$ cat src/rtl/pipe_ctl_pkg.sv
// Shared types and constants for the integer-unit pipe sequencing controller.
package pipe_ctl_pkg;

    typedef enum logic [1:0] {
        StInit,
        StRun,
        StTrapEnter,
        StTrapBuild
    } pipe_state_e;

    localparam logic [3:0] SEL_PIPE   = 4'b0001;
    localparam logic [3:0] SEL_DATA   = 4'b0010;
    localparam logic [3:0] SEL_SHADOW = 4'b0100;
    localparam logic [3:0] SEL_INIT   = 4'b1000;

    localparam logic [31:0] OPTOP_INIT = 32'h003ffffc;

endpackage

$ cat src/rtl/pipe_valid_stage.sv
// Occupancy flop for one pipe stage; set beats kill, kill beats advance.
module pipe_valid_stage (
    input  logic clk,
    input  logic reset_l,
    input  logic adv_i,
    input  logic d_i,
    input  logic kill_i,
    input  logic set_i,
    output logic valid_o
);

    logic valid_d, valid_q;

    always_comb begin
        valid_d = valid_q;
        if (set_i) begin
            valid_d = 1'b1;
        end else if (kill_i) begin
            valid_d = 1'b0;
        end else if (adv_i) begin
            valid_d = d_i;
        end
    end

    always_ff @(posedge clk or negedge reset_l) begin
        if (!reset_l) begin
            valid_q <= 1'b0;
        end else begin
            valid_q <= valid_d;
        end
    end

    assign valid_o = valid_q;

endmodule

$ cat src/rtl/pipe_ctl.sv
// Sequencing controller for the PC/OPTOP pipe: stage occupancy, stalls, flushes, trap entry.
module pipe_ctl
    import pipe_ctl_pkg::*;
(
    input  logic       clk,
    input  logic       reset_l,
    input  logic       dispatch_d,
    input  logic       hold_r,
    input  logic       hold_e,
    input  logic       hold_c,
    input  logic       kill_e,
    input  logic       trap_req_c,
    input  logic       trap_done,
    input  logic       optop_wr_e,
    input  logic       optop_wr_c,
    input  logic       optop_restore,
    output logic [2:0] pc_enable,
    output logic [2:0] optop_enable,
    output logic [3:0] optop_sel_e,
    output logic [3:0] optop_sel_c,
    output logic       trap_in_progress,
    output logic       valid_r,
    output logic       valid_e,
    output logic       valid_c
);

    pipe_state_e state_d, state_q;

    logic adv_r, adv_e, adv_c;
    logic r_adv, r_kill, r_set;
    logic e_adv, e_kill, e_set;
    logic c_adv, c_kill, c_set;

    always_comb begin
        adv_c = ~hold_c;
        adv_e = adv_c & ~hold_e;
        adv_r = adv_e & ~hold_r;

        state_d          = state_q;
        pc_enable        = 3'b000;
        optop_enable     = {1'b0, optop_wr_c | optop_restore, optop_wr_e | optop_restore};
        trap_in_progress = 1'b0;
        r_adv  = 1'b0;
        r_kill = 1'b0;
        r_set  = 1'b0;
        e_adv  = 1'b0;
        e_kill = 1'b0;
        e_set  = 1'b0;
        c_adv  = 1'b0;
        c_kill = 1'b0;
        c_set  = 1'b0;

        unique case (state_q)
            StInit: begin
                optop_enable = 3'b011;
                state_d      = StRun;
            end
            StRun: begin
                // A trapping C instruction overrides any kill arriving the same cycle.
                pc_enable[0]    = adv_r & dispatch_d;
                pc_enable[1]    = adv_e & (~kill_e | trap_req_c);
                pc_enable[2]    = adv_c & valid_e;
                optop_enable[0] = adv_e | optop_wr_e | optop_restore;
                optop_enable[1] = (adv_c & valid_e) | optop_wr_c | optop_restore;
                if (trap_req_c) begin
                    r_kill  = 1'b1;
                    e_kill  = 1'b1;
                    state_d = StTrapEnter;
                end else begin
                    r_adv  = adv_r;
                    e_adv  = adv_e;
                    c_adv  = adv_c;
                    r_kill = kill_e;
                    e_kill = kill_e;
                end
            end
            StTrapEnter: begin
                // The trapping instruction re-enters E to run the trap-frame ucode.
                trap_in_progress = 1'b1;
                pc_enable        = 3'b010;
                optop_enable[2]  = 1'b1;
                r_kill           = 1'b1;
                e_set            = 1'b1;
                c_kill           = 1'b1;
                state_d          = StTrapBuild;
            end
            StTrapBuild: begin
                trap_in_progress = 1'b1;
                if (trap_done) begin
                    state_d = StRun;
                end
            end
            default: begin
                state_d = StInit;
            end
        endcase

        if (state_q == StInit) begin
            optop_sel_e = SEL_INIT;
            optop_sel_c = SEL_INIT;
        end else begin
            optop_sel_e = optop_restore ? SEL_SHADOW : (optop_wr_e ? SEL_DATA : SEL_PIPE);
            optop_sel_c = optop_restore ? SEL_SHADOW : (optop_wr_c ? SEL_DATA : SEL_PIPE);
        end
    end

    always_ff @(posedge clk or negedge reset_l) begin
        if (!reset_l) begin
            state_q <= StInit;
        end else begin
            state_q <= state_d;
        end
    end

    pipe_valid_stage u_valid_r (
        .clk     (clk),
        .reset_l (reset_l),
        .adv_i   (r_adv),
        .d_i     (dispatch_d),
        .kill_i  (r_kill),
        .set_i   (r_set),
        .valid_o (valid_r)
    );

    pipe_valid_stage u_valid_e (
        .clk     (clk),
        .reset_l (reset_l),
        .adv_i   (e_adv),
        .d_i     (valid_r),
        .kill_i  (e_kill),
        .set_i   (e_set),
        .valid_o (valid_e)
    );

    pipe_valid_stage u_valid_c (
        .clk     (clk),
        .reset_l (reset_l),
        .adv_i   (c_adv),
        .d_i     (valid_e),
        .kill_i  (c_kill),
        .set_i   (c_set),
        .valid_o (valid_c)
    );

endmodule

$ cat config.mk
export PLATFORM = sky130hd
export DESIGN_NAME = pipe_ctl
export DESIGN_NICKNAME = d
export VERILOG_FILES = /design/src/rtl/pipe_ctl_pkg.sv /design/src/rtl/pipe_valid_stage.sv /design/src/rtl/pipe_ctl.sv
export SDC_FILE = /design/constraint.sdc
export NUM_CORES = 1
export LEC_CHECK = 0
export BUFFER_PORTS_ARGS = -buffer_cell sky130_fd_sc_hd__buf_2
export CORE_UTILIZATION = 35
export CTS_BUF_LIST = sky130_fd_sc_hd__clkbuf_4 sky130_fd_sc_hd__clkbuf_8
export DETAILED_ROUTE_END_ITERATION = 8
export GPL_TIMING_DRIVEN = 0
export HOLD_SLACK_MARGIN = 0.12
export PLACE_DENSITY_LB_ADDON = 0.25
export SYNTH_ARGS = -nofsm -noshare
export SYNTH_HDL_FRONTEND = slang
export SYNTH_SLANG_ARGS = --single-unit
$ cat constraint.sdc
create_clock -name clk -period 4.4 [get_ports clk]
set_input_delay 0.44 -clock clk [delete_from_list [all_inputs] [get_ports clk]]
set_output_delay 0.44 -clock clk [all_outputs]
set_load 0.05 [all_outputs]
Yosys cells after proc, flatten, opt, wreduce, memory -nomap -nowiden
Cells that the tools add are included.
Cells by class
  reductions and logical operators: 6
  equal/unequal tests: 5
  bitwise gates (word level): 16
  muxes and demuxes: 29
Operators by type and width (count)
  $mux W1: 17
  $mux W2: 4
  $mux W4: 2
  $pmux W2 S4: 1
  $or A1 B1 Y1: 7
  $mux W3: 2
  $pmux W3 S2: 1
  $and A1 B1 Y1: 5
  $eq A2 B2 Y1 const B: 2
  $ne A2 B2 Y1 const B: 2
  $not A1 Y1: 4
  $pmux W2 S2: 1
  $reduce_bool A2 Y1: 2
  $reduce_bool A3 Y1: 1
  $eq A2 B1 Y1 const B: 1
  $logic_not A2 Y1: 1
  $pmux W1 S2: 1
  $reduce_and A2 Y1: 1
  $reduce_or A2 Y1: 1
Storage, ports and cells
  word-level logic and storage cells: 60
  output and inout port bits: 18
  input port bits: 12
  bits in registers: 5

Depth between registers and ports, before layout
Gate-level depths: netlist of run 1.
  word-level depth: 7
  depth in mapped cells: 5
  depth with buffers taken out: 5

Cells and area by module
Synthesis of run 1 repeated with hierarchy kept, for this count alone.
Unflattened totals
  cells, all modules: 49
  area total of the unflattened synthesis: 467.9 µm²
Modules (own cells, without submodules)
  pipe_ctl: cells each 40, area each 340.3 µm², instances 1, sequential area each 50.0 µm²
  pipe_valid_stage: cells each 3, area each 42.5 µm², instances 3, sequential area each 25.0 µm²

Least setup slack after synthesis of run 1
OpenSTA, ideal clock, no wires.
  kind: reg-to-output
  from: reg state_q[0]
  to: out optop_enable[0]
  required time: 3.960 ns
  arrival time: 2.765 ns
  buffers on the path: 0
  path slack: 1.195 ns
  cell stages (with the launch flop): 5
  path through: dfrtp_1 -> inv_1 -> ha_1 -> nor3_1 -> nand2_1
Between the ends
  longest elaborated chain between the ends: 2
  elaborated cells between the ends (all ways): 3
  classes of those cells: eq/ne: 1; mux: 1; reduce/logical: 1
Ends and longest elaborated chain
  start, declared: RTL line pipe_ctl.sv:27  | pipe_state_e state_d, state_q;
  start signal, assigned: RTL line pipe_ctl.sv:109  | state_q <= StInit;
  start signal, assigned: RTL line pipe_ctl.sv:111  | state_q <= state_d;
  $eq A2 B1 Y1 or $logic_not A2 Y1 (tied branches): RTL line pipe_ctl.sv:53  | unique case (state_q)
  $pmux W2 S2 (*): RTL line pipe_ctl.sv:53
  end, declared: RTL line pipe_ctl.sv:18  | output logic [2:0] optop_enable,
Every way passes the cells marked *; elsewhere a longest branch is shown, timed or not.

Final worst setup path of run 1
  from: reg state_q[1]
  to: out pc_enable[1]
Between the ends
  longest elaborated chain between the ends: 2
  elaborated cells between the ends (all ways): 3
  classes of those cells: eq/ne: 2; mux: 1
Ends and longest elaborated chain
  $eq A2 B2 Y1 or $eq A2 B1 Y1 (tied branches): RTL line pipe_ctl.sv:53
  $pmux W3 S2 (*): RTL line pipe_ctl.sv:53
  end, declared: RTL line pipe_ctl.sv:17  | output logic [2:0] pc_enable,
Marked as above.

==> results.sh, run 1 <==
export IMPL_run_status="finished, final reports clean"
export IMPL_grt_use_total_pct=15.17
export IMPL_tightest_slew_ns=0.3654
export IMPL_via_per_inst=4.714
export IMPL_path_max_fanout=5
export IMPL_clock_sinks=5
export IMPL_yosysWarnings=0
export IMPL_crit_reg2reg_launch="state_q[1]"
export IMPL_synth_area_um2=462.9
export IMPL_dpl_instance_area_um2=625.6
export IMPL_dieArea_um2=1472
export IMPL_finalCritPeriodShare_pct=51.24
export IMPL_clkPwrFrac_pct=10.2
export IMPL_final_hold_violation_count=0
export IMPL_io_pins=30
export IMPL_grt_pass1_vias=393
export IMPL_power_uw=552.7
export IMPL_synth_largest_area_cell="dfrtp_1"
export IMPL_synth_area_top_cells="dfrtp_1 27%, ha_1 16%, mux2i_1 6.5%"
export IMPL_path_buf_inv=3
export IMPL_hold_path_end="u_valid_c.valid_o"
export IMPL_avgSynthCellArea_um2=9.259
export IMPL_cts_root_buf="clkbuf_4"
export IMPL_end_kind="primary output"
export IMPL_num_antenna_cells=0
export IMPL_routed_wirelength_um=966
export IMPL_cp_start_kind="register"
export IMPL_synthDominantCellAreaShare_pct=27.03
export IMPL_areaGrowthSynthToFinish_pct=43.78
export IMPL_htreeDepth=1
export IMPL_fmax_mhz=443.6
export IMPL_antenna_found_initial=0
export IMPL_min_path_cells=2
export IMPL_grt_overflow_total=0
export IMPL_remaining_drc_errors=0
export IMPL_final_layout_size_suffix_gt1_share_pct=46.43
export IMPL_switching_share_pct=57.75
export IMPL_final_antenna_net_count=0
export IMPL_crit_chain="inv_1 -> ha_1 -> inv_1 -> a2111oi_0 -> o21a_1 -> buf_2"
export IMPL_drv_slew=0
export IMPL_grt_max_degree=8
export IMPL_slowest_stage="dfrtp_1"
export IMPL_place_gp_congestion=0.7356
export IMPL_wire_per_inst_um=9.857
export IMPL_intPower_uw=233.5
export IMPL_syn_nets=68
export IMPL_path_common_cell="inv_1"
export IMPL_setup_violations=0
export IMPL_coreArea_um2=1171
export IMPL_clk_latency_ns=0.24
export IMPL_worstSetupPathType="register to primary output"
export IMPL_dp_hpwl_um=822.2
export IMPL_nNetsFinal=103
export IMPL_clkTransAtPathRegs_ns=0.04
export IMPL_yosys_register_bits=5
export IMPL_p_leak_nw=0.3639
export IMPL_switchingPower_uw=319.2
export IMPL_timing_max_cap_violations=0
export IMPL_min_from="u_valid_c.valid_o"
export IMPL_r2r_slack_ns=2.84
export IMPL_power_frac_seq_pct=16.3
export IMPL_synth_cell_type_count=20
export IMPL_syn_instance_count=50
export IMPL_relSlewSlack_pct=75.01
export IMPL_core_rowCount=12
export IMPL_max_stage_delay_ns=0.41
export IMPL_cp_top_family="compound AO/OA/AOI/OAI gates"
export IMPL_yosysSeqAreaShare_pct=27.03
export IMPL_min_period_ns=2.254
export IMPL_crit_required_ns=3.96
export IMPL_fillers=120
export IMPL_cts_buffer_depth=2
export IMPL_rr_endpoint="state_q[1]"
export IMPL_grt_pass1_wl_mm=1.531
export IMPL_fin_skew_ns=0.002248
export IMPL_postCtsHoldBufs=1
export IMPL_die_w_um=38.37
export IMPL_cts_buffers=3
export IMPL_ff2ff_path_depth=5
export IMPL_cp_arrival_ns=1.81
export IMPL_drt_initial_drc_count=4
export IMPL_tns_ns=0
export IMPL_num_vias=462
export IMPL_pwr_share_comb_pct=73.5
export IMPL_hold_ws_ns=0.5107
export IMPL_cts_resized=0
export IMPL_rsz0062_at_grt="false"
export IMPL_initial_utilization_pct=39.53
export IMPL_vdd_drop_max_mv=0.3708
export IMPL_cts_tree="yes"
export IMPL_power_density_nw_per_um2=830.3
export IMPL_final_area_um2=665.6
export IMPL_post_cts_buffers=0
export IMPL_die_y_um=38.37
export IMPL_first_pass_iters=4
export IMPL_io_buffers=29
export IMPL_hold_path_class="register to register"
cell families (layout without fill, tap and decap cells):
group	after synthesis	in the layout	synth area share, %
AOI/OAI and AO/OA	7	7	10.81
DFF	5	5	27.03
adders and majority gates	6	6	16.22
and+or+nand+nor	19	19	27.30
buffers and inverters	9	43	9.729
muxes	4	4	8.919
through the flow:
stage	util (%)	cells	setup WS, ns
after detailed placement	53.42	93	2.375
after global placement	53.42	93	2.371
after floorplan	-	50	1.195
after CTS	56.84	98	2.113
final	56.84	98	2.146
after global routing	56.84	98	1.942
routing by layer:
metal  up-vias  share of wire (%)  track usage, %
met5         -                  0               0
met1       209                 45           18.93
met4         0                  0           10.34
li1        237                  -               -
met2        16                 48           24.15
met3         0                6.8           1.744
worst max path at each step:
stage | start | end | slack [ns] | cells past startpoint
after floorplan | state_q[0] | optop_enable[0] | 1.20 | 4
after global placement | state_q[1] | pc_enable[1] | 2.37 | 6
after detailed placement | state_q[1] | pc_enable[1] | 2.37 | 6
after CTS | state_q[1] | pc_enable[1] | 2.11 | 6
after global routing | state_q[1] | pc_enable[1] | 1.94 | 6
final | state_q[1] | pc_enable[1] | 2.15 | 6
power groups by stage:
stage	Combinational (mW)	Sequential [mW]	Clock, mW
floorplan	0.284	0.131	0
global placement	0.406	0.0904	0
detailed placement	0.409	0.0908	0
CTS	0.410	0.0901	0.0601
global route	0.440	0.0936	0.0629
finish	0.406	0.0899	0.0566
cells in the mapped netlist:
master,instances
nand2_1,4
inv_1,6
mux2i_1,3
ha_1,6
a2111oi_0,1
o21a_1,3
nor2b_1,1
or2_2,1
buf_4,3
nor2_1,1
dfrtp_1,5
or3b_1,1
nand3b_1,1
o21bai_1,1
nor3_1,5
a21oi_1,1
nor4b_4,1
mux2_2,1
o22ai_1,1
nor3b_1,4
state kept, by name, summed over array words and instances (netlist names):
signal / count
state_q: 2
u_valid_c.valid_o: 1
u_valid_e.valid_o: 1
u_valid_r.valid_o: 1
layout by cell type, fill, tap and decap left out:
cell | Yosys | routed
mux2i_1 | 3 | 3
o22ai_1 | 1 | 1
nor4b_4 | 1 | 1
o21bai_1 | 1 | 1
nor3b_1 | 4 | 4
buf_2 | 0 | 29
clkbuf_4 | 0 | 4
ha_1 | 6 | 6
o21a_1 | 3 | 3
a21oi_1 | 1 | 1
nand3b_1 | 1 | 1
nor2_1 | 1 | 1
nor2b_1 | 1 | 1
mux2_2 | 1 | 1
or2_2 | 1 | 1
a2111oi_0 | 1 | 1
inv_1 | 6 | 6
nor3_1 | 5 | 5
dfrtp_1 | 5 | 5
nand2_1 | 4 | 4
buf_4 | 3 | 3
dlygate4sd3_1 | 0 | 1
or3b_1 | 1 | 1
final cells by class:
cell class              instances  area (um2)  share of cell area, %
plain buffers                   3       22.52                  3.383
clock buffers                   4       30.03                  4.511
inverters                       6       22.52                  3.383
multi-input cells              36       292.8                  43.99
flip-flops and latches          5       125.1                  18.80
well taps                      14       17.52                  2.632
repair buffers                 30       155.1                  23.31
worst register-to-register path, delay by kind of cell, from the launching register on:
kind / cells / cell delay [ns]
compound gates: 1 / 0.26
fa+ha+maj: 1 / 0.21
buf+inv: 2 / 0.19
flops: 1 / 0.41
mux: 1 / 0.37
No activity file was read; power rests on OpenSTA's default activity.
==> run 2: changes to the inputs <==
- ABC_AREA: default -> 1
- clock period: 4.4 -> 2.1 ns (I/O delays scaled with it)
==> results.sh, run 2 <==
export IMPL_final_antenna_net_count=0
export IMPL_finalCritPeriodShare_pct=91.38
export IMPL_tns_ns=0
export IMPL_post_place_cells=116
export IMPL_setup_ws_ns=0.1810
export IMPL_end_kind="primary output"
export IMPL_tightest_slew_ns=0.2377
export IMPL_power_mw=1.252
export IMPL_run_status="finished, final reports clean"
export IMPL_relSlewSlack_pct=83.99
export IMPL_min_from="hold_r"
export IMPL_largest_register="state_q"
export IMPL_intPower_uw=467.2
export IMPL_max_stage_delay_ns=0.41
export IMPL_cts_resized=0
export IMPL_nNetsFinal=125
export IMPL_grt_max_degree=7
export IMPL_cts_buffers=3
export IMPL_synth_edf_count=0
export IMPL_path_common_cell="inv_1"
export IMPL_stdcell_count=121
export IMPL_switchingPower_uw=784.8
export IMPL_synth_largest_area_cell="dfrtp_1"
export IMPL_synth_most_common_cell="nand2_1"
export IMPL_cts_buffer_depth=2
export IMPL_io_pins=30
export IMPL_clock_sinks=5
export IMPL_clkTransAtPathRegs_ns=0.04
export IMPL_cp_start_kind="register"
export IMPL_cp_top_family="buffers and inverters"
export IMPL_antenna_found_initial=0
export IMPL_power_frac_seq_pct=15.5
export IMPL_timing_max_cap_violations=0
export IMPL_r2r_slack_ns=0.74
export IMPL_place_gp_congestion=0.8205
export IMPL_min_period_ns=1.919
export IMPL_synth_cell_type_count=18
export IMPL_grt_pass1_wl_mm=1.635
export IMPL_coreArea_um2=1301
export IMPL_grt_pass1_vias=427
export IMPL_cts_root_buf="clkbuf_4"
export IMPL_wire_per_inst_um=9.058
export IMPL_slowest_stage="dfrtp_1"
export IMPL_io_buffers=29
export IMPL_remaining_drc_errors=0
export IMPL_die_y_um=39.29
export IMPL_first_pass_iters=2
export IMPL_drv_slew=0
export IMPL_areaGrowthSynthToFinish_pct=44.22
export IMPL_htreeDepth=1
export IMPL_final_hold_violation_count=0
export IMPL_syn_nets=90
export IMPL_hold_path_end="u_valid_r.valid_o"
export IMPL_avgSynthCellArea_um2=6.760
export IMPL_cp_arrival_ns=1.71
export IMPL_synthArstFlopShare_pct=100.0
export IMPL_via_per_inst=4.364
export IMPL_drt_initial_drc_count=1
export IMPL_fin_skew_ns=0.001781
export IMPL_fmax_mhz=521.1
export IMPL_largest_reg_flops=2
export IMPL_cp_startpoint="state_q[1]"
export IMPL_hold_path_class="input pin to register"
export IMPL_worstSetupPathType="register to primary output"
export IMPL_p_leak_nw=0.4285
export IMPL_rr_endpoint="state_q[0]"
export IMPL_crit_required_ns=1.89
export IMPL_synth_area_top_cells="dfrtp_1 26%, ha_1 15%, nand2_1 12%"
export IMPL_yosysWarnings=0
export IMPL_preCtsSetupSlack_ns=0.4171
export IMPL_synth_common_cells="16 x nand2_1, 14 x inv_1, 9 x nor2_1"
export IMPL_vdd_drop_max_mv=1.015
export IMPL_die_w_um=39.29
export IMPL_ys_flop_type="dfrtp_1"
export IMPL_setup_violations=0
export IMPL_dp_hpwl_um=919
export IMPL_path_max_fanout=5
export IMPL_core_rowCount=13
export IMPL_crit_chain="inv_1 -> ha_1 -> inv_1 -> nor4_2 -> buf_2"
export IMPL_initial_utilization_pct=37.40
export IMPL_yosysSeqAreaShare_pct=25.71
export IMPL_yosys_register_bits=5
export IMPL_syn_instance_count=72
export IMPL_synth_area_um2=486.7
export IMPL_switching_share_pct=62.68
export IMPL_path_buf_inv=3
export IMPL_synthDominantCellAreaShare_pct=25.71
export IMPL_layout_commonest_cell="buf_2"
export IMPL_routed_wirelength_mm=1.096
export IMPL_power_density_nw_per_um2=1784
export IMPL_mostFrequentLayoutCells="29 x buf_2, 16 x nand2_1, 14 x inv_1"
export IMPL_grt_overflow_total=0
export IMPL_crit_reg2reg_launch="state_q[1]"
export IMPL_clk_latency_ns=0.24
export IMPL_cts_tree="yes"
export IMPL_dieArea_um2=1544
export IMPL_num_antenna_cells=0
export IMPL_grt_use_total_pct=16.99
export IMPL_rsz0062_at_grt="false"
export IMPL_clkPwrFrac_pct=9.6
export IMPL_final_layout_size_suffix_gt1_share_pct=41.51
export IMPL_pwr_share_comb_pct=74.9
export IMPL_num_vias=528
export IMPL_ff2ff_path_depth=7
export IMPL_min_path_cells=4
run 2: stage by stage:
stage	instance area, um2	utilization (%)	hold slack, ns
2_1_floorplan	498.0	-	-0.08559
3_3_place_gp	661.9	50.87	0.02500
3_5_place_dp	661.9	50.87	0.02600
4_1_cts	701.9	53.94	0.2835
5_1_grt	701.9	53.94	0.3048
6_report	701.9	53.94	0.2978
run 2: final cells by class:
cell class	instances	area [um2]
plain buffers	3	22.52
clock buffers	4	30.03
fillers	138	599.3
inverters	15	56.30
multi-input cells	49	294.0
flip-flops and latches	5	125.1
well taps	15	18.77
repair buffers	30	155.1
run 2: worst max path at each step:
stage | endpoint | slack (ns) | depth (start not counted)
floorplan | optop_enable[0] | -0.45 | 6
global placement | pc_enable[0] | 0.44 | 5
detailed placement | pc_enable[0] | 0.42 | 5
CTS | pc_enable[0] | 0.15 | 5
global route | pc_enable[0] | 0.03 | 5
finish | pc_enable[0] | 0.18 | 5
run 2: cells by family after synthesis:
group           count (synthesis)  share of synthesized area [%]
simple gates                   37                          35.74
buf+inv                        18                          16.19
compound gates                  6                          6.940
fa+ha+maj                       6                          15.42
flops                           5                          25.71
run 2: worst min-delay path, cell delays in order:
cell,delay (ns)
buf_2,0.12
nor2_2,0.04
nor2_1,0.07
nor2_1,0.05
run 2: power by group through the flow:
stage | sequential (mW) | clock, mW | combinational, mW
6_report | 0.194 | 0.121 | 0.938
4_1_cts | 0.196 | 0.127 | 0.945
3_3_place_gp | 0.193 | 0 | 0.934
3_5_place_dp | 0.197 | 0 | 0.940
5_1_grt | 0.206 | 0.129 | 1.02
2_1_floorplan | 0.287 | 0 | 0.655
run 2: timing repair:
action | CTS | global route
setup buffers | 0 | 0
hold buffers | 1 | 0
endpoints found under the hold margin | 5 | 0
run 2: metal layers:
layer | global-route usage [%] | part of all wire (%) | vias up
met5 | 0 | 0 | -
met4 | 12.93 | 0 | 0
met3 | 3.977 | 6.2 | 0
met2 | 28.33 | 49 | 21
met1 | 18.31 | 45 | 223
li1 | - | - | 284
